`config.mk`:
```
export PLATFORM = sky130hd
export DESIGN_NAME = tow_scoreboard
export DESIGN_NICKNAME = d
export VERILOG_FILES = /design/src/rtl/tow_scoreboard.sv
export SDC_FILE = /design/constraint.sdc
export NUM_CORES = 1
export LEC_CHECK = 0
export ABC_AREA = 1
export CAP_MARGIN = 20
export CORE_AREA = 2 2 39 41
export CTS_BUF_LIST = sky130_fd_sc_hd__clkbuf_8
export DETAILED_ROUTE_END_ITERATION = 8
export DIE_AREA = 0 0 41 43
export PLACE_DENSITY = 0.68
export SKIP_LAST_GASP = 1
export SLEW_MARGIN = 25
export SYNTH_ARGS = -nofsm -noshare
export SYNTH_HDL_FRONTEND = slang
export SYNTH_SLANG_ARGS = --single-unit
```
`constraint.sdc`:
```
create_clock -name clk -period 2.3 [get_ports clk]
set_input_delay 0.23 -clock clk [delete_from_list [all_inputs] [get_ports clk]]
set_output_delay 0.23 -clock clk [all_outputs]
set_load 0.03 [all_outputs]
```
`src/rtl/tow_scoreboard.sv`:
```
// Tug-of-war score tracker: one-hot position walks away from home on scores,
// with round counting and a sticky match-won state.
module tow_scoreboard #(
  parameter int N_POS      = 4,
  parameter int WIN_ROUNDS = 3,
  parameter int DECAY_MODE = 1,
  parameter int RW         = $clog2(WIN_ROUNDS + 1)
) (
  input  logic             clk,
  input  logic             reset,
  input  logic [1:0]       idle,
  input  logic             increment,
  input  logic             decrement,
  output logic [N_POS-1:0] pattern,
  output logic             vulnerable,
  output logic             round_win,
  output logic [RW-1:0]    rounds,
  output logic             match_won
);

  localparam int PW = $clog2(N_POS + 1);
  localparam logic [PW-1:0] TOP  = PW'(N_POS);
  localparam logic [RW-1:0] RMAX = RW'(WIN_ROUNDS);

  typedef enum logic [1:0] {
    PLAY,
    WIN,
    MATCH
  } state_t;

  state_t        state;
  state_t        state_nx;
  logic [PW-1:0] pos;
  logic [PW-1:0] pos_nx;
  logic [RW-1:0] rnd;
  logic [RW-1:0] rnd_nx;
  logic          up;
  logic          dn;

  // In decay mode any non-scoring cycle is a retreat.
  always_comb begin
    if (DECAY_MODE != 0) begin
      up = increment;
      dn = ~increment;
    end else begin
      up = increment & ~decrement;
      dn = decrement & ~increment;
    end
  end

  always_ff @(posedge clk) begin
    if (reset) begin
      state <= PLAY;
      pos   <= '0;
      rnd   <= '0;
    end else begin
      state <= state_nx;
      pos   <= pos_nx;
      rnd   <= rnd_nx;
    end
  end

  always_comb begin
    state_nx = state;
    pos_nx   = pos;
    rnd_nx   = rnd;
    unique case (state)
      PLAY: begin
        if (idle == 2'b00) begin
          if (up) begin
            if (pos == TOP) begin
              state_nx = WIN;
              rnd_nx   = rnd + RW'(1);
            end else begin
              pos_nx = pos + PW'(1);
            end
          end else if (dn && pos != '0) begin
            pos_nx = pos - PW'(1);
          end
        end
      end
      WIN: begin
        if (rnd == RMAX) begin
          state_nx = MATCH;
        end else begin
          state_nx = PLAY;
          pos_nx   = '0;
        end
      end
      MATCH: state_nx = MATCH;
      default: state_nx = PLAY;
    endcase
  end

  // First LED is the MSB; WIN and MATCH show the last LED.
  always_comb begin
    pattern = '0;
    if (state != PLAY) begin
      pattern[0] = 1'b1;
    end else begin
      for (int i = 1; i <= N_POS; i++) begin
        if (pos == PW'(i)) pattern[N_POS-i] = 1'b1;
      end
    end
  end

  assign vulnerable = (state == PLAY) && (pos <= PW'(1));
  assign round_win  = (state == WIN);
  assign match_won  = (state == MATCH);
  assign rounds     = rnd;

endmodule

```
# Word-level counts from Yosys, hierarchy flattened
# Cells that the tools add are included.
[op_classes]
n_lt_le_gt_ge = 1
bitwise_logic = 1
n_addsub = 3
reduce_logical = 10
eq_ne = 13
muxes = 17
[ops]
columns = ["operator", "count"]
rows = [
  ["$mux W3", 6],
  ["$mux W2", 4],
  ["$ne A2 B2 Y1 const B", 4],
  ["$eq A3 B2 Y1 const B", 2],
  ["$ne A3 B3 Y1 const B", 2],
  ["$pmux W2 S3", 1],
  ["$pmux W3 S2", 1],
  ["$mux W1", 5],
  ["$reduce_and A5 Y1", 1],
  ["$eq A2 B2 Y1 const B", 2],
  ["$logic_not A2 Y1", 2],
  ["$reduce_and A4 Y1", 1],
  ["$reduce_bool A2 Y1", 2],
  ["$add A3 B1 Y3 const B", 1],
  ["$eq A3 B1 Y1 const B", 1],
  ["$eq A3 B3 Y1 const B", 1],
  ["$le A3 B1 Y1 const B", 1],
  ["$reduce_and A3 Y1", 1],
  ["$reduce_bool A3 Y1", 1],
  ["$sub A3 B1 Y3 const B", 1],
  ["$add A2 B1 Y2 const B", 1],
  ["$eq A2 B1 Y1 const B", 1],
  ["$logic_and A1 B1 Y1", 2],
  ["$not A1 Y1", 1],
]
[totals]
regBits = 7
out_inout_bits = 9
wordCells = 48

# Logic depth before layout (Yosys ltp)
[logic_depth]
depth_word = 6
mapped_depth = 9

# Worst setup path after synthesis
# No wires, ideal clock.
[synth_timing]
kind = "reg-to-output"
from = "register pos[1]"
to = "output vulnerable"
required_time_ps = 2070
stages_incl_launch_ff = 5
t_arrival_ps = 1140
setup_slack_ps = 930
cell_sequence = "dfxtp_1 > inv_1 > ha_1 > nand2_1 > a21oi_1"
[synth_via]
elab_chain_cells = 2
[synth_lines]
columns = ["item", "line_no", "text"]
rows = [
  ["start, declared", "33", "logic [PW-1:0] pos;"],
  ["start signal, assigned", "58", "pos <= pos_nx;"],
  ["$le A3 B1 Y1", "107", "assign vulnerable = (state == PLAY) && (pos <= PW'(1));"],
  ["$logic_and A1 B1 Y1", "107", ""],
  ["end, declared", "15", "output logic vulnerable,"],
]
# Every way passes these cells.

# Final worst setup path
[layout_timing]
from = "register pos[0]"
to = "output pattern[0]"
[layout_via]
elab_chain_cells = 3
[layout_lines]
columns = ["item", "line_no", "text"]
rows = [
  ["$eq A3 B3 Y1", "102", "if (pos == PW'(i)) pattern[N_POS-i] = 1'b1;"],
  ["$mux W1", "102", ""],
  ["$mux W1", "98", "if (state != PLAY) begin"],
  ["end, declared", "14", "output logic [N_POS-1:0] pattern,"],
]
# Every way passes these cells.

==> flow_summary.json <==
{
  "critPathArrivalTime_ns": 1.75,
  "drt_first_iter_violations": 3,
  "floorplan.initialDensity_pct": 38.25,
  "grt_max_degree": 7,
  "synth_simple_gate_area_share_pct": 37.59,
  "detail_route.first_pass.iterations": 4,
  "mostFrequentLayoutCell": "nand2_1",
  "synth-xor-area-share_pct": 0,
  "post_synth_instance_area_um2": 529.3,
  "post-place-ws_ns": 0.5519,
  "end_kind": "primary output",
  "clock_insertion_delay_worst_skew_ns": 0.23,
  "detailed_placement_wirelength_estimate_um": 873,
  "synthesis.area_per_instance_um2": 6.699,
  "p_leak_nw": 0.3556,
  "vdd_ir_drop_max_v": 0.0004116,
  "worstMarginPinSlew_ns": 0.3059,
  "drv_cap": 0,
  "finalHoldViolations": 0,
  "dominant_combinational_cell_family_by_area_after_synthesis": "simple AND/OR/NAND/NOR gates",
  "insertedDiodeCount": 0,
  "setup_tns_ns": 0,
  "drc_errors": 0,
  "avgRoutedWirePerCell_um": 9.205,
  "routed_wire_length_um": 1031,
  "total_cell_area_at_the_placement_stage_um2": 679.4,
  "period_share_pct": 86.13,
  "die_width_um": 41,
  "synth.lib_cells_used.distinct": 14,
  "grt_overflow": 0,
  "finalPower_mw": 0.4218,
  "worstHoldPathType": "reg2reg",
  "place.port_buffers": 13,
  "cts_hold_buffers": 0,
  "instances_no_fill": 112,
  "synth_sequential_area_ratio_pct": 26.48,
  "vias_per_cell": 4.420,
  "grt_use_total_pct": 14.56,
  "slew_headroom_pct": 79.54,
  "outcome": "finished clean",
  "num_vias": 495,
  "number_of_cts_inserted_buffers": 3,
  "grt_pass1_wl_um": 1690,
  "mappedNetlistNets": 92,
  "ant_nets": 0,
  "synth_adder_area_share_pct": 16.55,
  "synth.area.mux_share_pct": 0,
  "clock_tree.root_cell": "clkbuf_8",
  "final.setup_skew_ns": 0.0003462,
  "antenna_violations_before_repair": 0,
  "mostFrequentLayoutCells": "18 x nand2_1, 13 x nor2_1, 13 x clkdlybuf4s50_1",
  "htreeDepth": 1,
  "synth-seq-cells": 7,
  "crit_path_max_fanout": 5,
  "fmax_ghz": 0.5048,
  "first_global_vias": 440,
  "kind_of_critical_path": "reg2out",
  "core.rowCount": 14,
  "placeableCoreArea_um2": 1384,
  "syn_to_final_growth_pct": 37.12,
  "nNetsFinal": 110,
  "critical_path_required_ns": 2.07,
  "timing_max_transition_violations_final": 0,
  "place_congestion": 0.7232,
  "rsz0062_at_grt": "false",
  "clock_transition_at_path_regs_ns": 0.04,
  "power.density_nw_per_um2": 581.3,
  "die_height_um": 43,
  "synthCells": 79,
  "drive_gt1_share_pct": 14.58,
  "final_design_area_no_fill_um2": 725.7,
  "dieArea_um2": 1763,
  "tritoncts_clock_tree": "done",
  "yosys_warnings": 0,
  "number_of_buffers_added_for_setup_after_cts": 0,
  "final-setup-viol-count": 0,
  "top_level_ports": 15,
  "final_period_minus_worst_setup_slack_ns": 1.981,
  "max-clock-path-buffers": 2,
  "cts_sinks": 7,
  "post_cts_resize_count": 0,
  "final_critical_path_setup_slack_ns": 0.3191,
  "crit_path_start_kind": "flip-flop",
  "placed_cells_incl_taps": 108,
  "synth-compound-area-share_pct": 10.17
}
cells in the mapped netlist (all sizes together):
library cell / n / area share (%)
a21o: 1 / 1.7
ha: 7 / 17
o21ai: 2 / 1.9
nor2: 15 / 13
dfxtp: 7 / 26
nand2: 22 / 18
a21oi: 7 / 6.6
nand3: 5 / 5.7
inv: 13 / 9.2
per-stage QoR:
step | hold slack [ns] | util, %
2_1_floorplan | 0.2991 | -
3_3_place_gp | 0.4724 | 49.10
3_5_place_dp | 0.4869 | 49.10
4_1_cts | 0.4922 | 52.44
5_1_grt | 0.5074 | 52.44
6_report | 0.4887 | 52.44
cell type report:
cell class,instances,area [um^2]
fill,142,658.1
timing repair buffer,13,130.1
clock buffer,3,41.29
clock inverter,1,5.005
multi-input combinational,59,340.3
tap,16,20.02
sequential,7,140.1
inverter,13,48.80
where the power goes:
| part | internal [mW] | leakage (nW) | switching (mW) |
|---|---|---|---|
| clock network | 0.118 | 0.0255 | 0.0580 |
| logic | 0.0470 | 0.273 | 0.0659 |
| registers | 0.127 | 0.0569 | 0.00586 |
critical path, stage by stage, from the launching register on:
cell and delay, ns:
dfxtp_1 0.33, inv_1 0.15, ha_1 0.24, nand2_1 0.08, nand2_1 0.07, clkdlybuf4s50_1 0.66
metal layers:
metal | vias up | share of wire [%] | track usage (%) | routed length, um
li1 | 278 | - | - | -
met2 | 11 | 48 | 20.31 | 495
met1 | 206 | 47 | 18.01 | 487
met5 | - | 0 | 0 | 0
met4 | 0 | 0 | 6.000 | 0
met3 | 0 | 4.7 | 7.853 | 48
path summary, 6_finish.rpt:
path                          start                     end  slack, ns  cells after the start
min reg2reg  rounds[1]$_SDFFE_PP0P_  rounds[1]$_SDFFE_PP0P_       0.49                      2
min          rounds[1]$_SDFFE_PP0P_  rounds[1]$_SDFFE_PP0P_       0.49                      2
max             pos[0]$_SDFFE_PP0P_              pattern[0]       0.32                      5
max reg2reg     pos[0]$_SDFFE_PP0P_  rounds[0]$_SDFFE_PP0P_       0.90                      7
flip-flops by register name, indices dropped and copies added, names as in the netlist:
| register | cells |
|---|---|
| state | 2 |
| rounds | 2 |
| pos | 3 |
cells by family after synthesis:
group | count (synthesis)
compound gates | 10
fa+ha+maj | 7
buf+inv | 13
flops | 7
simple gates | 42
No activity file was read; power rests on OpenSTA's default activity.
